[config.mk]
export PLATFORM = sky130hd
export DESIGN_NAME = vga_timing_core_flat
export DESIGN_NICKNAME = d
export VERILOG_FILES = /design/src/rtl/vga_timing_core_if.sv /design/src/rtl/vga_timing_core.sv /design/src/flat_wrapper.sv
export SDC_FILE = /design/constraint.sdc
export NUM_CORES = 1
export LEC_CHECK = 0
export ABC_CLOCK_PERIOD_IN_PS = 3200
export CAP_MARGIN = 0
export CORE_UTILIZATION = 51
export DETAILED_ROUTE_END_ITERATION = 12
export HOLD_SLACK_MARGIN = 0.08
export PLACE_DENSITY = 0.83
export SKIP_LAST_GASP = 1
export SLEW_MARGIN = 15
export SYNTH_ARGS = -nofsm -noshare
export SYNTH_HDL_FRONTEND = slang
export SYNTH_SLANG_ARGS = --single-unit
[constraint.sdc]
create_clock -name clk -period 3.2 [get_ports clk]
set_clock_uncertainty 0.2 [all_clocks]
set_input_delay 0.64 -clock clk [delete_from_list [all_inputs] [get_ports clk]]
set_output_delay 0.64 -clock clk [all_outputs]
set_load 0.02 [all_outputs]
[src/rtl/vga_timing_core_if.sv]
// Pixel-timing bundle between the timing core and the background renderers.
// The master side is the timing core: it receives the pixel enable and drives timing.
interface vga_timing_core_if #(
    parameter int FCNT_W = 8
);
    logic              ce;
    logic              hsync;
    logic              vsync;
    logic [9:0]        x_px;
    logic [9:0]        y_px;
    logic              activevideo;
    logic              line_start;
    logic              frame_start;
    logic [FCNT_W-1:0] frame_cnt;

    modport master (
        input  ce,
        output hsync, vsync, x_px, y_px, activevideo, line_start, frame_start, frame_cnt
    );

    modport slave (
        output ce,
        input  hsync, vsync, x_px, y_px, activevideo, line_start, frame_start, frame_cnt
    );
endinterface

[src/rtl/vga_timing_core.sv]
// VGA pixel-timing generator: x/y counters, syncs, active flag, strobes, frame count.
// Every output is a flop decoded from the next-state counters, so all outputs share one edge.
module vga_timing_core #(
    parameter int H_ACTIVE = 640,
    parameter int H_FP     = 16,
    parameter int H_SYNC   = 96,
    parameter int H_BP     = 48,
    parameter int V_ACTIVE = 480,
    parameter int V_FP     = 10,
    parameter int V_SYNC   = 2,
    parameter int V_BP     = 33,
    parameter bit HS_POL   = 1'b0,
    parameter bit VS_POL   = 1'b0,
    parameter int FCNT_W   = 8
) (
    input  logic               clk,
    input  logic               reset,
    vga_timing_core_if.master  tim
);
    localparam int H_TOTAL = H_ACTIVE + H_FP + H_SYNC + H_BP;
    localparam int V_TOTAL = V_ACTIVE + V_FP + V_SYNC + V_BP;

    localparam logic [9:0] H_LAST   = 10'(H_TOTAL - 1);
    localparam logic [9:0] V_LAST   = 10'(V_TOTAL - 1);
    localparam logic [9:0] H_ACT    = 10'(H_ACTIVE);
    localparam logic [9:0] V_ACT    = 10'(V_ACTIVE);
    localparam logic [9:0] HS_START = 10'(H_ACTIVE + H_FP);
    localparam logic [9:0] HS_END   = 10'(H_ACTIVE + H_FP + H_SYNC);
    localparam logic [9:0] VS_START = 10'(V_ACTIVE + V_FP);
    localparam logic [9:0] VS_END   = 10'(V_ACTIVE + V_FP + V_SYNC);

    logic [9:0]        r_x, r_y, w_x_nxt, w_y_nxt;
    logic [FCNT_W-1:0] r_fcnt, w_fcnt_nxt;
    logic              r_hsync, r_vsync, r_active, r_line, r_frame;
    logic              w_hs_act, w_vs_act;

    // ">=" on the wrap checks also folds any out-of-range count back to 0
    always_comb begin
        w_x_nxt    = r_x;
        w_y_nxt    = r_y;
        w_fcnt_nxt = r_fcnt;
        if (reset) begin
            w_x_nxt    = '0;
            w_y_nxt    = '0;
            w_fcnt_nxt = '0;
        end else if (tim.ce) begin
            if (r_x >= H_LAST) begin
                w_x_nxt = '0;
                if (r_y >= V_LAST) begin
                    w_y_nxt    = '0;
                    w_fcnt_nxt = r_fcnt + 1'b1;
                end else begin
                    w_y_nxt = r_y + 10'd1;
                end
            end else begin
                w_x_nxt = r_x + 10'd1;
            end
        end
    end

    assign w_hs_act = (w_x_nxt >= HS_START) && (w_x_nxt < HS_END);
    assign w_vs_act = (w_y_nxt >= VS_START) && (w_y_nxt < VS_END);

    // Reset is folded into the next-state terms, so one unconditional register bank suffices
    always_ff @(posedge clk) begin
        r_x      <= w_x_nxt;
        r_y      <= w_y_nxt;
        r_fcnt   <= w_fcnt_nxt;
        r_hsync  <= w_hs_act ? HS_POL : ~HS_POL;
        r_vsync  <= w_vs_act ? VS_POL : ~VS_POL;
        r_active <= (w_x_nxt < H_ACT) && (w_y_nxt < V_ACT);
        r_line   <= (w_x_nxt == 10'd0);
        r_frame  <= (w_x_nxt == 10'd0) && (w_y_nxt == 10'd0);
    end

    assign tim.x_px        = r_x;
    assign tim.y_px        = r_y;
    assign tim.frame_cnt   = r_fcnt;
    assign tim.hsync       = r_hsync;
    assign tim.vsync       = r_vsync;
    assign tim.activevideo = r_active;
    assign tim.line_start  = r_line;
    assign tim.frame_start = r_frame;
endmodule
[src/flat_wrapper.sv]
// flat-port wrapper written by rule: the top's interface ports become plain ports
module vga_timing_core_flat 
#(
    parameter int H_ACTIVE = 640,
    parameter int H_FP     = 16,
    parameter int H_SYNC   = 96,
    parameter int H_BP     = 48,
    parameter int V_ACTIVE = 480,
    parameter int V_FP     = 10,
    parameter int V_SYNC   = 2,
    parameter int V_BP     = 33,
    parameter bit HS_POL   = 1'b0,
    parameter bit VS_POL   = 1'b0,
    parameter int FCNT_W   = 8
)
  (clk, reset, tim_ce, tim_hsync, tim_vsync, tim_x_px, tim_y_px, tim_activevideo, tim_line_start, tim_frame_start, tim_frame_cnt);
  vga_timing_core_if #(.FCNT_W(FCNT_W)) tim_i ();
  input  logic clk;
  input  logic reset;
  input wire logic [$bits(tim_i.ce)-1:0] tim_ce;
  output wire logic [$bits(tim_i.hsync)-1:0] tim_hsync;
  output wire logic [$bits(tim_i.vsync)-1:0] tim_vsync;
  output wire logic [$bits(tim_i.x_px)-1:0] tim_x_px;
  output wire logic [$bits(tim_i.y_px)-1:0] tim_y_px;
  output wire logic [$bits(tim_i.activevideo)-1:0] tim_activevideo;
  output wire logic [$bits(tim_i.line_start)-1:0] tim_line_start;
  output wire logic [$bits(tim_i.frame_start)-1:0] tim_frame_start;
  output wire logic [$bits(tim_i.frame_cnt)-1:0] tim_frame_cnt;
  assign tim_i.ce = tim_ce;
  assign tim_hsync = tim_i.hsync;
  assign tim_vsync = tim_i.vsync;
  assign tim_x_px = tim_i.x_px;
  assign tim_y_px = tim_i.y_px;
  assign tim_activevideo = tim_i.activevideo;
  assign tim_line_start = tim_i.line_start;
  assign tim_frame_start = tim_i.frame_start;
  assign tim_frame_cnt = tim_i.frame_cnt;
  vga_timing_core #(.H_ACTIVE(H_ACTIVE), .H_FP(H_FP), .H_SYNC(H_SYNC), .H_BP(H_BP), .V_ACTIVE(V_ACTIVE), .V_FP(V_FP), .V_SYNC(V_SYNC), .V_BP(V_BP), .HS_POL(HS_POL), .VS_POL(VS_POL), .FCNT_W(FCNT_W)) u_core (.clk(clk), .reset(reset), .tim(tim_i));
endmodule
Word level (Yosys, flattened, before mapping)
Index checks and enable logic that the tools add are counted.

ROM bits: 0. Register bits after elaboration: 33. Memories kept: 0. Input port bits: 3. Bits in writable memories: 0. Latch bits: 0.

Shift-type cells: 0. Multiplexer cells: 9. Reduce and logical (&&, ||, !) cells: 7. Multipliers: 0. Bitwise operators: 0. Add/sub/neg operators: 3. Divide/modulo/power cells: 0. Equality and inequality tests: 0. Order comparisons: 8.

Operators by type and width (number): $mux 10 (7); $ge 10x10->1 const B (3); $add 10x1->10 const B (2); $logic_not 10->1 (2); $lt 10x10->1 const B (2); $lt 10x9->1 const B (2); $ge 10x9->1 const B (1); $add 8x1->8 const B (1); $logic_and 1x1->1 (4); $reduce_and 3->1 (1); $mux 1 (2).

Longest topological paths before layout
Gate-level depths: netlist of the first run.

Depth in word-level cells: 8. Gate-level depth with buffers: 9. Mapped depth without buffers: 7.

Worst setup path before layout of the first run
OpenSTA, ideal clock, no wires.

Path type: reg-to-reg. From: register u_core.r_x[0] (netlist: u_core.tim.x_px[0]). To: register u_core.r_frame (netlist: u_core.tim.frame_start). Arrival: 2.209 ns. Path slack: 0.674 ns. Cell stages (with the launch flop): 8. Path buffers: 0. Library setup time: 0.117 ns. Data required time: 2.883 ns. Cells stage by stage: dfxtp_1 -> ha_1 -> nand4_1 -> a21o_1 -> or4_1 -> xor2_1 -> a41o_1 -> and4b_1.

Cells in the longest elaborated chain, start to end: 6. Elaborated cells on any way between the ends: 11. Those cells by class: add/sub (1); order compare (1); mux (6); reduce/logical (3).

RTL lines: start, declared (line vga_timing_core.sv:32) `logic [9:0] r_x, r_y, w_x_nxt, w_y_nxt;`; start signal, assigned (line vga_timing_core.sv:66) `r_x <= w_x_nxt;`; $add 10x1->10 or $ge 10x10->1 (tied branches) (line vga_timing_core.sv:56, vga_timing_core.sv:47); $mux 10 (line vga_timing_core.sv:47) `if (r_x >= H_LAST) begin`; $mux 10 (line vga_timing_core.sv:46) `end else if (tim.ce) begin`; $mux 10 (line vga_timing_core.sv:42) `if (reset) begin`; $logic_not 10->1 (line vga_timing_core.sv:73) `r_frame <= (w_x_nxt == 10'd0) && (w_y_nxt == 10'd0);`; $logic_and 1x1->1 * (line vga_timing_core.sv:73); end signal, assigned (line vga_timing_core.sv:73); end, declared (line vga_timing_core.sv:34) `logic r_hsync, r_vsync, r_active, r_line, r_frame;`.

Mark *: on every way between the ends. The rest lies on a longest branch, timed or not. A chain may end at the register's enable or synchronous reset.

Final worst setup path of the first run
From: input tim_ce. To: register u_core.r_frame (netlist: u_core.tim.frame_start).

Cells in the longest elaborated chain, start to end: 4. Elaborated cells on any way between the ends: 7. Those cells by class: mux (4); reduce/logical (3).

RTL lines: start, declared (line flat_wrapper.sv:20) `input wire logic [$bits(tim_i.ce)-1:0] tim_ce;`; $mux 10 (line vga_timing_core.sv:46); $mux 10 (line vga_timing_core.sv:42); $logic_not 10->1 (line vga_timing_core.sv:73); $logic_and 1x1->1 * (line vga_timing_core.sv:73).

Marks and branches as above.

==> out/summary.txt, run 1 <==
Status: completed
Initial core utilization: 53.5%
Worst path required time: 3.28 ns
Clock root cell: clkbuf_4
Psw: 0.000165 W
DIE AREA: 3770 um^2
H-Tree Depth: 2
Yosys warns: 0
GR Overflow Total: 0
Hold_buf cts: 0
Fin cells: 298
Ant diodes: 0
Die Height: 61.4 um
Post-synth EDFFs: 0
Area contributors post-synth: dfxtp_1 (37%), nor2_1 (7.9%), xor2_1 (6.8%), xnor2_1 (5.4%), nand4_1 (3.8%)
CTS max path bufs: 2
Initial antenna violation count: 0
CTS tree: done
Wire length per cell: 12.9 um
Largest net degree at the start of global routing: 16
Fmax: 397 MHz
Setup TNS: 0 ns
Delay-heaviest family, CP: simple AND/OR/NAND/NOR gates
Buffers plus inverters on the worst setup path: 2
Sw Ratio: 24.2%
Setup Buffers After CTS: 0
Combined area of the multi-input logic cells: 1050 um^2
IR drop worst, VDD: 0.000224 V
Mean Syn Cell Area: 8.29 um^2
Nets: 260
Final setup vio count: 0
Post-synthesis async set-or-reset flop share: 0%
Post-Synthesis Cells: 217
CP endpoint kind: flip-flop
Post-CTS resize count: 0
Slew Viols, Final: 0
Commonest cells post-synth: nor2_1 (38), dfxtp_1 (33), xor2_1 (14)
Synth Net Count: 224
First-pass GRT wire length: 6300 um
Hold Crit Class: reg -> reg
FILL cells: 329
Detailed-router iteration count before antenna repair: 4
Comb pwr share: 7.5%
Max_slew headroom: 64.3%
Cell Area, Synth: 1800 um^2
Vias post-DR: 1,660
Site row count: 21
Leading area contributor after synthesis: dfxtp_1
Most common cell in the netlist: nor2_1
Die width: 61.4 um
Pint: 0.000516 W
DR vias/cell: 5.57
DRC errors left: 0
Sequential power share: 61.9%
Sequential fraction of the synthesis area: 36.7%
Top cell type's share of synthesized area: 36.7%
Overall routing resource usage: 23.1%
Actual slew at the worst max-slew pin: 0.534 ns
Clock sink total: 33
# Max-Cap Violations: 0
Vias in the first global route: 1,382
Top FF cell, synth: dfxtp_1
Worst-Skew Late Latency: 0.33 ns
RSZ-0062 raised after global routing: no
Yosys reg bits: 33
Final critical-path required period: 2.52 ns
Layout area overhead: 24.1%
Core footprint: 3360 um^2
Cells after DPL: 292
Iter 0 DRT Violations: 79
Cell Pwr Density: 305 nW/um^2
Antenna Nets Post-Route: 0
Num CTS Buffers: 5
Startpoint types: input pin
GP Congestion: 0.883
Dpl cell area: 2190 um^2
Leakage Power: 0.796 nW
IO Pins: 36
Max Fanout on Critical Path: 10
Worst path cell trace: clkdlybuf4s50_1, buf_4, nand4_1, xor2_1, nor3b_1, a32oi_1, o31ai_1, and4b_1
# port buffers: 35
HPWL after DPL: 2760 um
Flip-flop and latch area: 661 um^2
Critical path class: in -> reg
Period utilization: 78.8%
Final Cell Area: 2230 um^2
Synth cell types: 44
Slowest cell on the critical path: clkdlybuf4s50_1
Endpoints failing hold: 0
Worst EP arrival: 2.60 ns
Max incr delay on CP: 0.49 ns
Routed WL: 3850 um
Layout cells sized above 1: 7.54%
Clk pwr share: 30.6%
Clk slew on worst S/H paths: 0.10 ns
final cells by class:
type,instances,share of cell area (%)
tap,46,2.58
sequential,33,29.6
multi-input combinational,166,47.0
inverter,5,0.841
clock inverter,1,0.224
clock buffer,5,1.68
timing repair buffer,42,18.0
layer usage:
layer | GRT usage, % | vias up | routed length [um]
met5 | 0 | - | 0
met4 | 8.57 | 0 | 64
met3 | 6.93 | 5 | 205
met2 | 33.7 | 39 | 1710
met1 | 32.2 | 779 | 1870
li1 | - | 837 | -
placed cells by master (no fill, tap or decap), types with 2 or more instances in the layout:
master,count
a21o_1,2
a21oi_1,8
a32oi_1,3
a41oi_1,2
and3_1,5
buf_4,7
clkbuf_4,5
clkdlybuf4s50_1,35
dfxtp_1,33
ha_1,4
inv_1,5
nand2_1,13
nand2b_1,5
nand3_1,13
nand4_1,11
nor2_1,38
nor3_1,6
nor3b_1,2
o21ai_0,4
o22ai_1,3
o31ai_1,2
or4_1,2
xnor2_1,11
xor2_1,14
metrics by stage:
stage / utilization, % / worst slack [ns] / hold slack [ns] / total power [W]
after floorplan: - / 0.674 / 0.381 / 0.000462
after global placement: 65.1 / 0.369 / 0.303 / 0.000483
after detailed placement: 65.1 / 0.332 / 0.306 / 0.000482
after CTS: 66.4 / 0.688 / 0.326 / 0.000687
after global routing: 66.4 / 0.447 / 0.362 / 0.000715
final: 66.4 / 0.680 / 0.326 / 0.000681
state kept, by name, indices dropped and copies added (netlist names):
signal / count
u_core.tim.activevideo: 1
u_core.tim.frame_start: 1
u_core.tim.frame_cnt: 8
u_core.tim.line_start: 1
u_core.tim.hsync: 1
u_core.tim.x_px: 10
u_core.tim.vsync: 1
u_core.tim.y_px: 10
worst paths after layout:
path                                                end  depth (start not counted)  slack, ns               startpoint
worst min register to register  u_core.tim.frame_cnt[1]                          2       0.33  u_core.tim.frame_cnt[1]
worst min-delay path            u_core.tim.frame_cnt[1]                          2       0.33  u_core.tim.frame_cnt[1]
worst max register to register   u_core.tim.frame_start                          7       0.69       u_core.tim.x_px[0]
worst max-delay path             u_core.tim.frame_start                          8       0.68                   tim_ce
logic make-up after synthesis:
| group | synth area share [%] |
|---|---|
| muxes | 0.557 |
| AOI/OAI and AO/OA | 14.4 |
| xor gates and xnor gates | 12.2 |
| buffers and inverters | 4.87 |
| adders and majority gates | 2.78 |
| DFF | 36.7 |
| and+or+nand+nor | 28.5 |
worst reg2reg max path, cell delays in order (launching register included):
cell     delay, ns
dfxtp_1       0.46
ha_1          0.30
nand4_1       0.15
a21o_1        0.20
or4_1         0.52
xor2_1        0.17
a41o_1        0.23
and4b_1       0.19
power by group through the flow:
stage | logic [W] | clock network [W] | registers (W)
final | 0.0000509 | 0.000209 | 0.000422
after detailed placement | 0.0000508 | 0 | 0.000432
after global placement | 0.0000508 | 0 | 0.000432
after floorplan | 0.0000245 | 0 | 0.000438
after global routing | 0.0000561 | 0.000236 | 0.000424
after CTS | 0.0000509 | 0.000214 | 0.000422
Note: power is estimated with default switching activity, not from simulation.
==> run 2: changes to the inputs <==
--- a/config.mk
+++ b/config.mk
@@ -5,12 +5,12 @@
 export SDC_FILE = /design/constraint.sdc
 export NUM_CORES = 1
 export LEC_CHECK = 0
-export ABC_CLOCK_PERIOD_IN_PS = 3200
+export ABC_CLOCK_PERIOD_IN_PS = 2170
 export CAP_MARGIN = 0
-export CORE_UTILIZATION = 51
+export CORE_UTILIZATION = 46
 export DETAILED_ROUTE_END_ITERATION = 12
 export HOLD_SLACK_MARGIN = 0.08
-export PLACE_DENSITY = 0.83
+export PLACE_DENSITY = 0.79
 export SKIP_LAST_GASP = 1
 export SLEW_MARGIN = 15
 export SYNTH_ARGS = -nofsm -noshare
==> constraint.sdc (replaced) <==
create_clock -name clk -period 2.17 [get_ports clk]
set_clock_uncertainty 0.2 [all_clocks]
set_input_delay 0.434 -clock clk [delete_from_list [all_inputs] [get_ports clk]]
set_output_delay 0.434 -clock clk [all_outputs]
set_load 0.02 [all_outputs]
==> out/summary.txt, run 2 (same netlist as run 1, synthesis figures left out) <==
DR vias/cell: 5.52 (-0.85%)
Sequential power share: 51.9% (-10 points)
First-pass GRT wire length: 8290 um (+32%)
DRC errors left: 0 (unchanged)
Initial core utilization: 48.4% (-5.1 points)
Largest net degree at the start of global routing: 11 (-5)
Dpl cell area: 2580 um^2 (+18%)
Die width: 64.5 um (+5.1%)
Startpoint types: flip-flop
FILL cells: 267 (-19%)
Comb pwr share: 8.8% (+1.3 points)
Worst r2r dst: u_core.tim.frame_start
RSZ-0062 raised after global routing: yes
HPWL after DPL: 3570 um (+29%)
Initial antenna violation count: 0 (unchanged)
R2R Setup Slk: -0.02 ns (-0.71 ns)
Nets: 308 (+18%)
Final Util: 73.9% (+7.6 points)
Clk pwr share: 39.2% (+8.6 points)
Cell Pwr Density: 435 nW/um^2 (+43%)
Final setup vio count: 2 (+2)
Failing checks: negative setup slack
Endpoints failing hold: 0 (unchanged)
CTS max path bufs: 2 (unchanged)
Clock root cell: clkbuf_8
Worst reg2reg startpoint: u_core.tim.x_px[1]
Leakage Power: 1.07 nW (+35%)
# Max-Cap Violations: 0 (unchanged)
DIE AREA: 4160 um^2 (+11%)
Site row count: 22 (+4.8%)
Pint: 0.000928 W (+80%)
GR Overflow Total: 0 (unchanged)
Period utilization: 101%
Vias post-DR: 1,933 (+16%)
Detailed-router iteration count before antenna repair: 4 (unchanged)
Slew Viols, Final: 0 (unchanged)
Clock sink total: 33 (unchanged)
Die Height: 64.5 um (+5.1%)
Overall routing resource usage: 25.3% (+2.2 points)
Hold Crit Class: reg -> reg
Setup WS post-layout: -0.0230 ns (-0.702 ns)
Worst path required time: 2.14 ns (-1.14 ns)
Final critical-path required period: 2.19 ns
Reg2reg path depth: 7 (unchanged)
Most frequent cells in the layout: buf_4 (54), nor2_1 (37), clkdlybuf4s50_1 (34), dfxtp_1 (23)
CTS tree: done
Max_slew headroom: 75.5% (+11 points)
Final Cell Area: 2750 um^2 (+23%)
# port buffers: 35 (unchanged)
IR drop worst, VDD: 0.000402 V (+80%)
H-Tree Depth: 2 (unchanged)
Sw Ratio: 22.5% (-1.7 points)
Hold_buf cts: 0 (unchanged)
Crit path to: u_core.tim.frame_start
Clk slew on worst S/H paths: 0.07 ns (-0.03 ns)
Setup TNS: -0.0248 ns (-0.0248 ns)
Ant diodes: 0 (unchanged)
Num CTS Buffers: 5 (unchanged)
Fmax: 456 MHz
Worst EP arrival: 2.17 ns (-0.43 ns)
Antenna Nets Post-Route: 0 (unchanged)
Worst-Skew Late Latency: 0.28 ns (-0.05 ns)
Psw: 0.000269 W (+63%)
Wire length per cell: 14.2 um (+9.6%)
Most common cell after layout, fill and taps aside: buf_4
Layout cells sized above 1: 30.8% (+23 points)
Layout area overhead: 52.8%
Status: complete, but fails checks
GP Congestion: 0.893 (+1.1%)
Vias in the first global route: 1,748 (+26%)
Max Fanout on Critical Path: 2 (-8)
CP endpoint kind: flip-flop
Core footprint: 3720 um^2 (+10%)
IO Pins: 36 (unchanged)
Hold depth: 2 (unchanged)
Actual slew at the worst max-slew pin: 0.358 ns (-0.176 ns)
Routed WL: 4960 um (+29%)
Critical path class: reg -> reg
CP Launch Point: u_core.tim.x_px[1]
Iter 0 DRT Violations: 225 (+180%)
-- run 2: cell types whose count changed in the layout (fill, tap and decap cells not counted), moves of 2 or more --
| cell | change |
|---|---|
| dfxtp_2 | +8 |
| a21oi_1 | -3 |
| clkbuf_8 | +6 |
| clkbuf_4 | -5 |
| and3_1 | -2 |
| a21oi_2 | +3 |
| clkbuf_1 | +2 |
| nor3b_1 | -2 |
| dfxtp_1 | -10 |
| nor3b_2 | +2 |
| dfxtp_4 | +2 |
| and3_4 | +2 |
| buf_4 | +47 |
-- run 2: per-layer routing --
metal	part of all wire [%]	track usage (%)	routed length (um)	vias up
met5	0	0	0	-
met4	2.2	10.8	109	0
met3	6.8	3.70	336	13
met2	47	40.0	2320	82
met1	44	34.0	2190	904
li1	-	-	-	934
-- run 2: worst min-delay path by stage --
stage	slack (ns)	start	to
floorplan	0.31	reset	u_core.tim.y_px[4]
global placement	0.31	u_core.tim.frame_cnt[7]	u_core.tim.frame_cnt[7]
detailed placement	0.31	u_core.tim.frame_cnt[7]	u_core.tim.frame_cnt[7]
CTS	0.33	u_core.tim.frame_cnt[1]	u_core.tim.frame_cnt[1]
global route	0.36	u_core.tim.frame_cnt[1]	u_core.tim.frame_cnt[1]
finish	0.33	u_core.tim.frame_cnt[1]	u_core.tim.frame_cnt[1]
-- run 2: power by group through the flow --
stage / sequential (W) / clock [W] / combinational, W
after floorplan: 0.000647 / 0 / 0.0000382
after global placement: 0.000634 / 0 / 0.0000999
after detailed placement: 0.000635 / 0 / 0.000101
after CTS: 0.000621 / 0.000478 / 0.000103
after global routing: 0.000621 / 0.000506 / 0.000115
final: 0.000621 / 0.000470 / 0.000106
-- run 2: final cells by class --
type	count	area (um^2)	share of cell area [%]
flip-flops and latches	33	678	24.7
clock buffers	8	90.1	3.28
repair buffers	90	766	27.9
multi-input cells	166	1130	41.3
well taps	48	60.1	2.19
inverters	5	18.8	0.683
-- run 2: worst max-delay path, cell delays in order, from the launching register on --
cell and delay, ns:
dfxtp_4 0.36, ha_4 0.13, nand4_1 0.14, a21o_1 0.22, or4_4 0.43, xor2_2 0.16
a41o_1 0.25, and4b_1 0.19
-- run 2: timing repair --
item,CTS,global route
endpoints found under the setup margin,4,5
hold endpoints to repair,0,0
gates cloned,0,0
buffers inserted,0,2
gates resized for setup,9,9
pin swaps,4,5
-- run 2: through the flow --
stage	hold WS, ns	instances	setup slack, ns	power, W
6_report	0.326	350	-0.0230	0.00120
2_1_floorplan	0.307	217	-0.0661	0.000686
5_1_grt	0.361	350	-0.0878	0.00124
3_5_place_dp	0.312	340	-0.509	0.000737
3_3_place_gp	0.306	340	-0.410	0.000734
4_1_cts	0.327	348	-0.00602	0.00120
==> run 3: changes to the inputs <==
--- a/config.mk
+++ b/config.mk
@@ -10,6 +10,7 @@
 export CORE_UTILIZATION = 46
 export DETAILED_ROUTE_END_ITERATION = 12
 export HOLD_SLACK_MARGIN = 0.08
+export MAX_ROUTING_LAYER = met4
 export PLACE_DENSITY = 0.79
 export SKIP_LAST_GASP = 1
 export SLEW_MARGIN = 15
==> constraint.sdc (replaced) <==
create_clock -name clk -period 2.17 [get_ports clk]
set_clock_uncertainty 0.2 [all_clocks]
set_input_delay 0.5425 -clock clk [delete_from_list [all_inputs] [get_ports clk]]
set_output_delay 0.5425 -clock clk [all_outputs]
set_load 0.02 [all_outputs]
==> out/summary.txt, run 3 (same netlist as run 1, synthesis figures left out) <==
Status: completed
Vias post-DR: 1,881 (-2.7%)
Pint: 0.00101 W (+8.6%)
Initial core utilization: 48.4% (unchanged)
Core footprint: 3720 um^2 (unchanged)
Most frequent cells in the layout: buf_4 (50), nor2_1 (37), dfxtp_1 (25), clkdlybuf4s50_1 (21)
Largest net degree at the start of global routing: 13 (+2)
Comb pwr share: 7.8% (-1.0 points)
Endpoints failing hold: 0 (unchanged)
Sw Ratio: 22.9% (+0.45 points)
DIE AREA: 4160 um^2 (unchanged)
RSZ-0062 raised after global routing: yes
Cell Pwr Density: 474 nW/um^2 (+8.9%)
Initial antenna violation count: 0 (unchanged)
Worst EP arrival: 2.14 ns (-0.03 ns)
Vias in the first global route: 1,747 (-0.057%)
Sequential power share: 47.5% (-4.4 points)
Die Height: 64.5 um (unchanged)
Period utilization: 100% (-1.1 points)
# port buffers: 35 (unchanged)
Site row count: 22 (unchanged)
Final critical-path required period: 2.17 ns (-0.0235 ns)
CTS max path bufs: 2 (unchanged)
Clk slew on worst S/H paths: 0.07 ns (about the same)
Fin cells: 346 (-1.1%)
Layout cells sized above 1: 29.5% (-1.3 points)
Detailed-router iteration count before antenna repair: 4 (unchanged)
CTS tree: done
Critical path class: in -> reg
Hold Path End: u_core.tim.frame_cnt[1]
Clock root cell: clkbuf_8
Num CTS Buffers: 5 (unchanged)
Max_slew headroom: 76.4% (+0.87 points)
R2R Setup Slk: 0.03 ns (+0.05 ns)
Final setup vio count: 0 (-2)
Hold WS: 0.323 ns (-0.00285 ns)
Fmax: 461 MHz (+1.1%)
Layout area overhead: 53.3%
H-Tree Depth: 2 (unchanged)
Wire length per cell: 13.9 um (-2.0%)
Max Fanout on Critical Path: 7 (+5)
Hold Crit Class: reg -> reg
CP endpoint kind: flip-flop
Tot Pwr: 0.00131 W (+9.2%)
HPWL after DPL: 3550 um (-0.43%)
# Max-Cap Violations: 0 (unchanged)
Most common cell after layout, fill and taps aside: buf_4
Clock sink total: 33 (unchanged)
Worst-Skew Late Latency: 0.30 ns (+0.02 ns)
Cells after DPL: 337 (-0.88%)
Hold depth: 2 (unchanged)
Routed WL: 4800 um (-3.1%)
Nets: 304 (-1.3%)
DR vias/cell: 5.44 (-1.6%)
Antenna Nets Post-Route: 0 (unchanged)
IR drop worst, VDD: 0.000347 V (-14%)
Leakage Power: 1.24 nW (+16%)
Psw: 0.000300 W (+11%)
Worst reg2reg startpoint: u_core.tim.y_px[3]
GP Congestion: 0.967 (+8.4%)
Ant diodes: 0 (unchanged)
DRC errors left: 0 (unchanged)
Overall routing resource usage: 26.3% (+0.99 points)
Setup TNS: 0 ns (+0.0248 ns)
Die width: 64.5 um (unchanged)
Worst path required time: 2.14 ns (about the same)
Startpoint types: input pin
HP Start: u_core.tim.frame_cnt[1]
GR Overflow Total: 0 (unchanged)
Iter 0 DRT Violations: 147 (-35%)
Clk pwr share: 44.7% (+5.5 points)
Reg2reg path depth: 7 (unchanged)
Actual slew at the worst max-slew pin: 0.354 ns (-0.00467 ns)
Slew Viols, Final: 0 (unchanged)
First-pass GRT wire length: 8150 um (-1.7%)
IO Pins: 36 (unchanged)
Worst r2r dst: u_core.tim.frame_start
## run 3: changes by cell type in the layout (fill, tap and decap cells not counted), sizes merged
cell / change
buf: -4
bufinv: +1
clkbuf: -3
clkdlybuf4s50: -13
clkinv: +1
clkinvlp: +1
dlygate4sd2: +5
dlymetal6s2s: +8
## run 3: layout make-up
class	instances	area, um^2
well taps	48	60.1
flip-flops and latches	33	676
clock buffers	5	68.8
fillers	275	960
multi-input cells	166	1140
clock inverters	3	46.3
inverters	5	18.8
repair buffers	86	749
## run 3: repair_timing
| action | 4_1_cts | 5_1_grt |
|---|---|---|
| resized for setup | 8 | 16 |
| pin swaps | 1 | 1 |
| gates cloned | 0 | 0 |
| hold buffers | 0 | 0 |
| setup endpoints to repair | 17 | 12 |
| setup buffers | 0 | 1 |
## run 3: power groups by stage
stage | sequential, W | combinational (W) | clock, W
floorplan | 0.000648 | 0.0000398 | 0
finish | 0.000620 | 0.000102 | 0.000584
CTS | 0.000620 | 0.000100 | 0.000592
detailed placement | 0.000634 | 0.0000998 | 0
global route | 0.000621 | 0.000111 | 0.000617
global placement | 0.000634 | 0.0000984 | 0
## run 3: worst max-delay path by stage
stage                                   from                     end  slack (ns)
after floorplan           u_core.tim.y_px[5]  u_core.tim.frame_start       -0.07
after global placement                tim_ce        u_core.tim.hsync       -0.48
after detailed placement              tim_ce        u_core.tim.hsync       -0.51
after CTS                 u_core.tim.y_px[3]  u_core.tim.frame_start       -0.06
after global routing      u_core.tim.x_px[1]  u_core.tim.frame_start       -0.04
final                                 tim_ce        u_core.tim.hsync      0.0005
## run 3: per-layer routing
metal  vias up  GRT usage, %  part of all wire [%]
met4         0          11.7                   1.7
met1       889          31.3                    46
met2        50          42.9                    48
li1        932             -                     -
met3        10          5.11                   4.4
met5         -             -                     0
## run 3: per-stage QoR
stage                     utilization, %  setup slack, ns  instance area [um^2]
after floorplan                        -          -0.0661                  1880
after global placement              69.6           -0.483                  2590
after detailed placement            69.6           -0.513                  2590
after CTS                           72.8          -0.0629                  2700
after global routing                74.2          -0.0446                  2760
final                               74.2         0.000547                  2760
## run 3: worst max-delay path, cell delays in order
cell,delay [ns]
dlygate4sd2_1,0.27
buf_6,0.14
and3_4,0.18
o41ai_2,0.31
o311a_1,0.21
a21oi_1,0.04
or4_1,0.45
